$ cat config.mk
export PLATFORM = sky130hd
export DESIGN_NAME = i2s_tx_fifo_param
export DESIGN_NICKNAME = d
export VERILOG_FILES = /design/src/rtl/i2s_tx_fifo_param.sv
export SDC_FILE = /design/constraint.sdc
export NUM_CORES = 1
export LEC_CHECK = 0
export CORE_UTILIZATION = 30
export DETAILED_ROUTE_END_ITERATION = 6
export GPL_TIMING_DRIVEN = 0
export PLACE_DENSITY_LB_ADDON = 0.2
export SKIP_LAST_GASP = 1
export SLEW_MARGIN = 10
export SYNTH_ARGS = -nofsm -noshare
export SYNTH_HDL_FRONTEND = slang
export SYNTH_SLANG_ARGS = --single-unit
$ cat constraint.sdc
create_clock -name clk_in -period 3.6 [get_ports clk_in]
set_input_delay 0.54 -clock clk_in [delete_from_list [all_inputs] [get_ports clk_in]]
set_output_delay 0.54 -clock clk_in [all_outputs]
set_load 0.01 [all_outputs]
$ cat src/rtl/i2s_tx_fifo_param.sv
// rtl/i2s_tx_fifo_param.sv - FIFO-buffered stereo DAC serialiser (I2S, left- and right-justified)
// Frames are popped into shadow registers at each left-slot start; BCLK is divided from clk_in.
module i2s_tx_fifo_param #(
  parameter int CLK_DIV    = 2,
  parameter int SAMPLE_W   = 16,
  parameter int SLOT_W     = 32,
  parameter int FIFO_DEPTH = 4
) (
  input  logic                clk_in,
  input  logic                rst_n,
  input  logic                enable,
  input  logic [1:0]          mode,
  input  logic                s_valid,
  output logic                s_ready,
  input  logic [SAMPLE_W-1:0] s_left,
  input  logic [SAMPLE_W-1:0] s_right,
  output logic                AUD_BCLK,
  output logic                AUD_DACLRCK,
  output logic                AUD_DACDAT,
  output logic                frame_start,
  output logic                underrun,
  output logic [7:0]          underrun_cnt
);
  localparam int AW = (FIFO_DEPTH > 1) ? $clog2(FIFO_DEPTH) : 1;
  localparam int CW = AW + 1;
  localparam int BW = (SLOT_W > 1) ? $clog2(SLOT_W) : 1;
  localparam int DW = (CLK_DIV > 1) ? $clog2(CLK_DIV) : 1;
  localparam logic [BW-1:0] B_LAST   = BW'(SLOT_W - 1);
  localparam logic [BW-1:0] RJ_OFF   = BW'(SLOT_W - SAMPLE_W);
  localparam logic [DW-1:0] D_LAST   = DW'(CLK_DIV - 1);
  localparam logic [CW-1:0] CNT_FULL = CW'(FIFO_DEPTH);

  typedef enum logic {ST_IDLE, ST_RUN} state_t;

  logic [1:0]              rst_sync_q;
  logic                    rst_ni;
  logic [2*SAMPLE_W-1:0]   mem_q [FIFO_DEPTH];
  logic [AW-1:0]           wr_ptr_q, rd_ptr_q;
  logic [CW-1:0]           count_q;
  state_t                  state_q;
  logic [DW-1:0]           div_q;
  logic [BW-1:0]           bit_q;
  logic                    bclk_q, lrck_q, dat_q, lj_prev_q;
  logic                    frame_start_q, underrun_q;
  logic [SAMPLE_W-1:0]     left_q, right_q;
  logic [1:0]              mode_q;
  logic [7:0]              urun_cnt_q;

  logic                    push, pop, fall, wrap, boundary, load, empty;
  logic [2*SAMPLE_W-1:0]   head;
  logic [BW-1:0]           bit_d;
  logic                    lrck_d, lj_d, direct_d, dat_d;
  logic [SAMPLE_W-1:0]     left_d, right_d, slot_x;
  logic [1:0]              mode_d;

  // Bit of sample x at slot position p, left-justified or right-justified.
  function automatic logic serial_bit(input logic [SAMPLE_W-1:0] x, input logic [BW-1:0] p,
                                      input logic rj);
    logic [SAMPLE_W-1:0] sh;
    if (rj) sh = (p >= RJ_OFF) ? (x << (p - RJ_OFF)) : '0;
    else    sh = x << p;
    return sh[SAMPLE_W-1];
  endfunction

  always_ff @(posedge clk_in or negedge rst_n) begin
    if (!rst_n) rst_sync_q <= 2'b00;
    else        rst_sync_q <= {rst_sync_q[0], 1'b1};
  end
  assign rst_ni = rst_sync_q[1];

  always_comb begin
    empty    = (count_q == '0);
    s_ready  = (count_q != CNT_FULL);
    push     = s_valid && s_ready;
    fall     = (state_q == ST_RUN) && bclk_q && (div_q == D_LAST);
    wrap     = fall && (bit_q == B_LAST);
    boundary = wrap && lrck_q;
    load     = enable && ((state_q == ST_IDLE) || boundary);
    pop      = load && !empty;
    head     = mem_q[rd_ptr_q];
    left_d   = load ? (pop ? head[2*SAMPLE_W-1:SAMPLE_W] : '0) : left_q;
    right_d  = load ? (pop ? head[SAMPLE_W-1:0] : '0) : right_q;
    mode_d   = load ? mode : mode_q;
    bit_d    = ((state_q == ST_IDLE) || wrap) ? '0 : bit_q + 1'b1;
    lrck_d   = (state_q == ST_IDLE) ? 1'b0 : (wrap ? ~lrck_q : lrck_q);
    slot_x   = lrck_d ? right_d : left_d;
    lj_d     = serial_bit(slot_x, bit_d, 1'b0);
    direct_d = serial_bit(slot_x, bit_d, mode_d == 2'd2);
    // I2S (and reserved mode) replays the previous left-justified bit: one BCLK of delay.
    dat_d    = (mode_d == 2'd1 || mode_d == 2'd2) ? direct_d : lj_prev_q;
  end

  always_ff @(posedge clk_in) begin
    if (push) mem_q[wr_ptr_q] <= {s_left, s_right};
  end

  always_ff @(posedge clk_in or negedge rst_ni) begin
    if (!rst_ni) begin
      wr_ptr_q <= '0;
      rd_ptr_q <= '0;
      count_q  <= '0;
    end else begin
      if (push) wr_ptr_q <= wr_ptr_q + 1'b1;
      if (pop)  rd_ptr_q <= rd_ptr_q + 1'b1;
      if (push && !pop)      count_q <= count_q + 1'b1;
      else if (pop && !push) count_q <= count_q - 1'b1;
    end
  end

  always_ff @(posedge clk_in or negedge rst_ni) begin
    if (!rst_ni) begin
      state_q       <= ST_IDLE;
      div_q         <= '0;
      bit_q         <= '0;
      bclk_q        <= 1'b0;
      lrck_q        <= 1'b0;
      dat_q         <= 1'b0;
      lj_prev_q     <= 1'b0;
      frame_start_q <= 1'b0;
      underrun_q    <= 1'b0;
      left_q        <= '0;
      right_q       <= '0;
      mode_q        <= 2'd0;
      urun_cnt_q    <= 8'd0;
    end else begin
      frame_start_q <= load;
      underrun_q    <= load && empty;
      if (load && empty && urun_cnt_q != 8'hFF) urun_cnt_q <= urun_cnt_q + 8'd1;
      if (load) begin
        left_q  <= left_d;
        right_q <= right_d;
        mode_q  <= mode_d;
      end
      case (state_q)
        ST_IDLE: begin
          if (enable) begin
            state_q   <= ST_RUN;
            div_q     <= '0;
            bclk_q    <= 1'b0;
            bit_q     <= bit_d;
            lrck_q    <= lrck_d;
            dat_q     <= dat_d;
            lj_prev_q <= lj_d;
          end
        end
        default: begin
          if (div_q == D_LAST) begin
            div_q  <= '0;
            bclk_q <= ~bclk_q;
          end else begin
            div_q <= div_q + 1'b1;
          end
          if (boundary && !enable) begin
            state_q   <= ST_IDLE;
            div_q     <= '0;
            bclk_q    <= 1'b0;
            bit_q     <= '0;
            lrck_q    <= 1'b0;
            dat_q     <= 1'b0;
            lj_prev_q <= 1'b0;
          end else if (fall) begin
            bit_q     <= bit_d;
            lrck_q    <= lrck_d;
            dat_q     <= dat_d;
            lj_prev_q <= lj_d;
          end
        end
      endcase
    end
  end

  assign AUD_BCLK     = bclk_q;
  assign AUD_DACLRCK  = lrck_q;
  assign AUD_DACDAT   = dat_q;
  assign frame_start  = frame_start_q;
  assign underrun     = underrun_q;
  assign underrun_cnt = urun_cnt_q;
endmodule

==> reports/qor.txt, run 1 <==
SYNTH
------------------------------------------------------------------------------------------
Flip-flop cell with the highest count after synthesis                         sky130_fd_sc_hd__edfxtp_1
Count leader, synth                                                           sky130_fd_sc_hd__edfxtp_1
Library cells used by synthesis                                                         61
Area of the mapped netlist                                                        8235 um2
Fraction of synthesized cell area taken by the top area cell type                   0.4667
Synth top area cells                                                          sky130_fd_sc_hd__edfxtp_1 47%, sky130_fd_sc_hd__dfrtp_1 19%, sky130_fd_sc_hd__mux4_1 4.1%
Cell taking the most area after synthesis                                     sky130_fd_sc_hd__edfxtp_1
Leading cell types by count after synthesis                                   128 x sky130_fd_sc_hd__edfxtp_1, 64 x sky130_fd_sc_hd__dfrtp_1, 44 x sky130_fd_sc_hd__nand2_1
Async S/R FF share, synth                                                           0.3333
Cells after synthesis                                                                  533
Fraction of the yosys area taken by sequential cells                                0.6612
Average instance area after synthesis                                            15.45 um2
Mapped Nets                                                                            582
Synthesis-stage register bit count                                                     192
Number of enable-type register cells in the synthesized netlist                        128
Synth warnings                                                                           0

FLOORPLANNING
------------------------------------------------------------------------------------------
Die height                                                                        167.7 um
Effective utilization at floorplan                                                  0.3056
Chip width                                                                        167.7 um
Site Rows                                                                               60
Total I/O pin count                                                                     52
Full die area                                                                    28120 um2
Area of the placeable core                                                       26950 um2

ROUTING
------------------------------------------------------------------------------------------
Detail Route Antenna Nets                                                                0
Total wire length after detailed routing                                          18280 um
Initial detailed-routing violation count                                               291
Number of remaining DRC errors                                                           0
Iteration count of the initial detailed-routing pass                                     4
Mean routed wirelength per cell                                                   19.00 um
Count of vias placed by the detailed router                                           4797
Via-to-Cell Ratio                                                                    4.986

PWR
------------------------------------------------------------------------------------------
Worst IR drop on VDD                                                             0.2209 mV
Post-route total power                                                            6.177 mW
LEAKAGE                                                                           3.626 nW
Power density over the cells                                                  622.4 nW/um2

TIMING
------------------------------------------------------------------------------------------
Worst hold slack after final layout                                              0.1998 ns
Sum Neg Setup Slack                                                                   0 ns
Total of endpoints with negative setup slack in the final report                         0
Number of failing hold endpoints at the final stage                                      0
Tightest slew margin relative to the limit                                          0.4191
Period Utilization, post-route                                                      0.9697
Period minus WS final                                                             3.491 ns
Minimum setup slack in the final design                                          0.1090 ns
Pins Over Slew Limit                                                                     0
Layout Skew                                                                     0.01449 ns
Transition at the pin with the smallest max-transition slack                     0.8647 ns
Unrepaired setup endpoints after global routing                                       true
Max frequency                                                                    286.5 MHz

WORST SETUP PATH
------------------------------------------------------------------------------------------
Max stage delay cell, worst path                                              sky130_fd_sc_hd__dfrtp_1
Worst endpoint required time                                                       3.96 ns
Critical path start-end classification                                        register to register
CP max FO                                                                               10
Arrival time worst endpoint                                                        3.85 ns
Cell-by-cell listing of the critical path                                     ha_1 -> and3_1 -> ha_1 -> and4_1 -> ha_2 -> nand2b_1 -> buf_4 -> and3_4 -> inv_4 -> buf_8 -> buf_6 -> ha_2 -> inv_1 -> fa_1 -> xor2_1 -> nor2_1 -> xor2_1
Kind of launch point of the worst setup path                                      register
Slowest cell delay on critical path                                                0.44 ns
Crit end category                                                                 register

CLOCK TREE
------------------------------------------------------------------------------------------
Number of buffers inserted by hold repair at cts                                         0
Number of buffers added by the clock tree synthesis step                                17
H-tree levels                                                                            4
Clock edge transition at the registers on the reported setup and hold paths        0.08 ns
Clock tree root driver cell                                                   sky130_fd_sc_hd__clkbuf_16
Worst skew pair latency                                                            0.43 ns
CTS Buffer Depth                                                                         2
Clk sink count                                                                         192
CTS tree                                                                             built

WORST HOLD PATH
------------------------------------------------------------------------------------------
Classification of the worst-slack hold path                                   register to async pin

CELLS AND AREA
------------------------------------------------------------------------------------------
Antenna diode count                                                                      0
Layout cells sized above 1                                                          0.1691
Layout Area Growth over Synthesis                                                   20.50%
Layout net count                                                                       657

PLACED DESIGN
------------------------------------------------------------------------------------------
HPWL after DPL                                                                    12580 um
Place WS                                                                        -0.1695 ns
Gpl congestion                                                                      0.8750
Number of buffers added on ports                                                        51

OUTCOME
------------------------------------------------------------------------------------------
Status                                                                        finished, final reports clean

GRT
------------------------------------------------------------------------------------------
Maximum number of pins on one net before global-route repair                            47
Met3 GRT Util                                                                      0.02482
Initial antenna violation count                                                          0
Wire length of the first global-routing pass                                      28680 um
Busiest grt layer                                                                     met2
Grt total ovfl                                                                           0
Met2 track utilization from global routing                                          0.2234
Vias in the first global route                                                        5026
Global Route met1 Usage                                                             0.1805
Tot GR Track Use                                                                    0.1352

RUN
------------------------------------------------------------------------------------------
Max-Cap Viols                                                                            0

==> critical path: cells and delay by family, from the launching register on <==
| kind | cells | cell delay (ns) |
|---|---|---|
| adders and majority gates | 5 | 1.23 |
| DFF | 1 | 0.44 |
| and+or+nand+nor | 5 | 0.80 |
| xor gates and xnor gates | 2 | 0.32 |
| buffers and inverters | 5 | 0.63 |
==> cell usage in the layout (no fill, tap or decap), types with 4 or more instances in the layout <==
| cell type | n |
|---|---|
| sky130_fd_sc_hd__edfxtp_1 | 128 |
| sky130_fd_sc_hd__dfrtp_1 | 63 |
| sky130_fd_sc_hd__clkdlybuf4s50_1 | 51 |
| sky130_fd_sc_hd__nand2_1 | 44 |
| sky130_fd_sc_hd__mux2i_1 | 24 |
| sky130_fd_sc_hd__o21ai_0 | 21 |
| sky130_fd_sc_hd__a22o_1 | 20 |
| sky130_fd_sc_hd__mux2_2 | 19 |
| sky130_fd_sc_hd__clkbuf_16 | 17 |
| sky130_fd_sc_hd__nor2_1 | 16 |
| sky130_fd_sc_hd__mux4_1 | 13 |
| sky130_fd_sc_hd__o211ai_1 | 11 |
| sky130_fd_sc_hd__nand3_1 | 10 |
| sky130_fd_sc_hd__a21oi_1 | 10 |
| sky130_fd_sc_hd__xnor2_1 | 10 |
| sky130_fd_sc_hd__mux4_2 | 10 |
| sky130_fd_sc_hd__nand4_1 | 9 |
| sky130_fd_sc_hd__ha_1 | 8 |
| sky130_fd_sc_hd__inv_1 | 6 |
| sky130_fd_sc_hd__buf_2 | 6 |
| sky130_fd_sc_hd__buf_4 | 6 |
| sky130_fd_sc_hd__buf_6 | 6 |
| sky130_fd_sc_hd__xor2_1 | 6 |
| sky130_fd_sc_hd__o221ai_1 | 6 |
| sky130_fd_sc_hd__nor2b_1 | 5 |
| sky130_fd_sc_hd__nor3_1 | 5 |
| sky130_fd_sc_hd__buf_12 | 5 |
| sky130_fd_sc_hd__o22ai_1 | 5 |
| sky130_fd_sc_hd__nand3b_1 | 5 |
| sky130_fd_sc_hd__clkbuf_1 | 4 |
| sky130_fd_sc_hd__and3_2 | 4 |
==> final timing paths <==
kind                          startpoint              end  slack, ns  cells after the start
max in group asynchronous  rst_sync_q[1]       left_q[12]       2.87                      1
min reg2reg                rst_sync_q[1]  underrun_cnt[4]       0.20                      0
min                        rst_sync_q[1]  underrun_cnt[4]       0.20                      0
max                             bit_q[0]       count_q[2]       0.11                     17
min in group clk_in        rst_sync_q[0]    rst_sync_q[1]       0.35                      0
max reg2reg                     bit_q[0]       count_q[2]       0.11                     17
==> through the flow <==
stage,utilization,cells,cell area (um2)
floorplan,-,533,8235
global placement,0.3403,925,9173
detailed placement,0.3447,930,9289
CTS,0.3674,962,9902
global route,0.3682,962,9923
finish,0.3682,962,9923
==> cells by family after synthesis <==
group,after synthesis,synth area share
compound gates,95,0.08280
buf+inv,39,0.02871
xor+xnor,16,0.01702
flops,192,0.6612
mux,66,0.1240
simple gates,113,0.06822
fa+ha+maj,11,0.01762
other cells,1,0.0004554
==> report_power, final <==
group          total, mW  leakage, nW  switching [mW]  internal (mW)
registers           2.90         2.03           0.135           2.76
logic               1.38         1.30           0.800          0.582
clock network       1.90        0.294           0.906          0.992
==> registers in the layout, summed over array words and instances, names as in the netlist, 3 cells and up <==
| name | count |
|---|---|
| underrun_cnt | 8 |
| bit_q | 5 |
| count_q | 3 |
| mem_q | 128 |
| right_q | 16 |
| left_q | 16 |
==> layout make-up <==
type | count | area, um2
well taps | 341 | 426.7
clock inverters | 15 | 173.9
flip-flops and latches | 192 | 5449
inverters | 9 | 36.28
plain buffers | 28 | 214.0
clock buffers | 17 | 425.4
fillers | 2522 | 17030
repair buffers | 58 | 633.1
multi-input cells | 302 | 2565
==> what timing repair did <==
item / 4_1_cts / 5_1_grt
setup endpoints to repair: 3 / 4
pin swaps: 0 / 1
gates cloned: 0 / 0
setup buffers: 0 / 2
gates resized for setup: 5 / 8
==> metal layers <==
| metal | vias to the layer above | wire length [um] |
|---|---|---|
| met5 | - | 0 |
| met4 | 0 | 178 |
| met3 | 13 | 648 |
| met2 | 79 | 8947 |
| met1 | 2478 | 8507 |
| li1 | 2227 | - |
(Power assumes the default switching activity.)
==> run 2: changes to the inputs <==
PLACE_DENSITY = 0.48   (was not set)
PLACE_DENSITY_LB_ADDON = not set   (was 0.2)
==> run 2 against run 1 <==
Compared with the run above:
- sequential share of layout area is essentially flat
- critical path depth is the same
- global-route usage grew 0.68 points
- critical endpoint unchanged
- sequential cell count is the same
- first-iteration DRC count shrank 2.7%
- cell area is the same
==> reports/qor.txt, run 2 (synthesis results as in run 1) <==
OUTCOME
------------------------------------------------------------------------------------------
Status                                                                        finished, final reports clean

TIMING
------------------------------------------------------------------------------------------
Tightest slew margin relative to the limit                                          0.4283   +0.009195
Period minus WS final                                                             3.414 ns   -0.07704 ns
Layout Skew                                                                     0.01106 ns   -0.003433 ns
Period Utilization, post-route                                                      0.9483   -0.02140
Number of failing hold endpoints at the final stage                                      0   unchanged
Pins Over Slew Limit                                                                     0   unchanged
Total of endpoints with negative setup slack in the final report                         0   unchanged
Minimum setup slack in the final design                                          0.1860 ns   +0.07704 ns
Max frequency                                                                    292.9 MHz   +2.3%
Transition at the pin with the smallest max-transition slack                     0.8576 ns   -0.007138 ns

PWR
------------------------------------------------------------------------------------------
Switching portion of total power                                                    0.3013   +0.003297
LEAKAGE                                                                           3.609 nW   -0.45%
Clock network fraction of design power                                               0.307   about the same
Power spent charging and discharging nets                                         1.872 mW   +1.7%
Logic pwr share                                                                      0.224   about the same
Pint                                                                              4.340 mW   +0.10%
Fraction of power consumed by sequential logic                                       0.469   about the same
Worst IR drop on VDD                                                             0.2597 mV   +18%
Power density over the cells                                                  626.0 nW/um2   +0.58%

GRT
------------------------------------------------------------------------------------------
Wire length of the first global-routing pass                                      29660 um   +3.4%
Grt total ovfl                                                                           0   unchanged
Tot GR Track Use                                                                    0.1421   +0.006836
Maximum number of pins on one net before global-route repair                            63   +34%
Vias in the first global route                                                        5076   +0.99%
Initial antenna violation count                                                          0   unchanged

CELLS AND AREA
------------------------------------------------------------------------------------------
Antenna diode count                                                                      0   unchanged
Fill cell count                                                                       2523   +0.040%
Layout net count                                                                       655   -0.30%
Layout cells sized above 1                                                          0.1680   -0.001069
Sequential Area                                                                   5450 um2   about the same
Cell Count, Final, Fillers Out                                                         960   -0.21%
Most flops, register                                                                 mem_q
Multi-input logic area                                                            2579 um2   +0.54%
Commonest non-fill, non-tap cells in the layout                               128 x sky130_fd_sc_hd__edfxtp_1, 62 x sky130_fd_sc_hd__dfrtp_1, 51 x sky130_fd_sc_hd__clkdlybuf4s50_1, 44 x sky130_fd_sc_hd__nand2_1, 23 x sky130_fd_sc_hd__mux2i_1
Layout Area Growth over Synthesis                                                   20.50%   unchanged
Commonest non-fill, non-tap cell in the layout                                sky130_fd_sc_hd__edfxtp_1
Registers with the highest flip-flop counts                                   mem_q: 128 flops, left_q: 16 flops, right_q: 16 flops
Largest register FFs                                                                   128   unchanged

ROUTING
------------------------------------------------------------------------------------------
Count of vias placed by the detailed router                                           4833   +0.75%
Sum of met3 wire segment lengths after detailed routing                             561 um   -13%
Via-to-Cell Ratio                                                                    5.034   +0.96%
Total wire length after detailed routing                                          18690 um   +2.2%
Mean routed wirelength per cell                                                   19.47 um   +2.5%
Initial detailed-routing violation count                                               283   -2.7%
Iteration count of the initial detailed-routing pass                                     5   +1
Top layer used by detailed routing                                                    met4
Metal-1 WL                                                                         8571 um   +0.75%
Sum of met2 wire segment lengths after detailed routing                            9393 um   +5.0%
Detail Route Antenna Nets                                                                0   unchanged
Number of remaining DRC errors                                                           0   unchanged

FLOORPLANNING
------------------------------------------------------------------------------------------
Area of the placeable core                                                       26950 um2   unchanged
Site Rows                                                                               60   unchanged
Effective utilization at floorplan                                                  0.3056   unchanged
Full die area                                                                    28120 um2   unchanged
Die height                                                                        167.7 um   unchanged
Chip width                                                                        167.7 um   unchanged
Total I/O pin count                                                                     52   unchanged

WORST SETUP PATH
------------------------------------------------------------------------------------------
Depth of the worst register-to-register path                                            17   unchanged
Critical register-to-register path endpoint                                     count_q[2]
Critical path start-end classification                                        register to register
Worst endpoint required time                                                       3.96 ns   about the same
Kind of launch point of the worst setup path                                      register
CP max FO                                                                               10   unchanged
R2r setup slk                                                                      0.19 ns   +0.08 ns
Launching point of the worst reg2reg path                                         bit_q[0]
Arrival time worst endpoint                                                        3.77 ns   -0.08 ns
Crit end category                                                                 register

CLOCK TREE
------------------------------------------------------------------------------------------
H-tree levels                                                                            4   unchanged
Clk sink count                                                                         192   unchanged
Clock edge transition at the registers on the reported setup and hold paths        0.07 ns   about the same
CTS Buffer Depth                                                                         2   unchanged
CTS tree                                                                             built
Worst skew pair latency                                                            0.43 ns   about the same
Number of buffers added by the clock tree synthesis step                                17   unchanged
Clock tree root driver cell                                                   sky130_fd_sc_hd__clkbuf_16

PLACED DESIGN
------------------------------------------------------------------------------------------
Number of buffers added on ports                                                        51   unchanged
Place WS                                                                        -0.1460 ns   +0.02346 ns
Gpl congestion                                                                      0.8695   -0.63%
HPWL after DPL                                                                    12760 um   +1.4%
Cells after DPL                                                                        929   -0.11%

WORST HOLD PATH
------------------------------------------------------------------------------------------
Classification of the worst-slack hold path                                   input pin to async pin

RUN
------------------------------------------------------------------------------------------
Max-Cap Viols                                                                            0   unchanged

-- run 2: area by class of cell --
class,instances,area share
inverter,9,0.003909
multi-input combinational,302,0.2599
sequential,192,0.5492
buffer,28,0.02181
clock buffer,17,0.04287
timing repair buffer,56,0.06027
tap,341,0.04300
clock inverter,15,0.01904
-- run 2: worst max-delay path by stage --
| stage | from | to | slack, ns | cells past startpoint |
|---|---|---|---|---|
| after floorplan | bit_q[0] | count_q[2] | 0.35 | 17 |
| after global routing | bit_q[0] | count_q[2] | -0.006 | 17 |
| after CTS | bit_q[0] | AUD_DACDAT | 0.004 | 15 |
| after global placement | state_q | count_q[1] | -0.11 | 15 |
| final | bit_q[0] | count_q[2] | 0.19 | 17 |
| after detailed placement | state_q | count_q[1] | -0.15 | 15 |
-- run 2: worst max-delay path, stage by stage, from the launching register on --
cell,delay [ns]
sky130_fd_sc_hd__dfrtp_2,0.44
sky130_fd_sc_hd__ha_1,0.22
sky130_fd_sc_hd__and3_1,0.19
sky130_fd_sc_hd__ha_1,0.20
sky130_fd_sc_hd__and4_1,0.19
sky130_fd_sc_hd__ha_4,0.19
sky130_fd_sc_hd__nand2b_1,0.13
sky130_fd_sc_hd__buf_4,0.16
sky130_fd_sc_hd__and3_4,0.20
sky130_fd_sc_hd__inv_6,0.10
sky130_fd_sc_hd__buf_8,0.15
sky130_fd_sc_hd__buf_8,0.14
sky130_fd_sc_hd__ha_2,0.18
sky130_fd_sc_hd__inv_1,0.05
sky130_fd_sc_hd__fa_1,0.37
sky130_fd_sc_hd__xor2_1,0.15
sky130_fd_sc_hd__nor2_1,0.11
sky130_fd_sc_hd__xor2_1,0.16
-- run 2: stage by stage --
step / instance area (um2) / power [mW] / utilization / hold WS (ns) / TNS, ns
after floorplan: 8235 / 3.785 / - / 0.2444 / 0
after global placement: 9173 / 4.253 / 0.3403 / 0.3415 / -0.1811
after detailed placement: 9261 / 4.346 / 0.3436 / 0.3396 / -0.2815
after CTS: 9883 / 6.270 / 0.3667 / 0.2444 / 0
after global routing: 9923 / 6.531 / 0.3682 / 0.2505 / -0.006195
final: 9923 / 6.212 / 0.3682 / 0.2678 / 0
-- run 2: layer usage --
metal,global-route usage,up-vias
met5,0,-
met4,0.03869,0
met3,0.03096,10
met2,0.2415,88
met1,0.1823,2512
li1,-,2223
-- run 2: timing repair --
item	in CTS	in global routing
pin swaps	0	1
hold buffers	0	0
setup buffers	0	1
gates resized for setup	4	13
setup endpoints to repair	2	4
-- run 2: power by group through the flow --
stage / combinational, mW / clock, mW / sequential (mW)
after floorplan: 0.858 / 0 / 2.93
after global placement: 1.29 / 0 / 2.96
after detailed placement: 1.39 / 0 / 2.96
after CTS: 1.39 / 1.96 / 2.91
after global routing: 1.54 / 2.04 / 2.95
final: 1.39 / 1.91 / 2.91
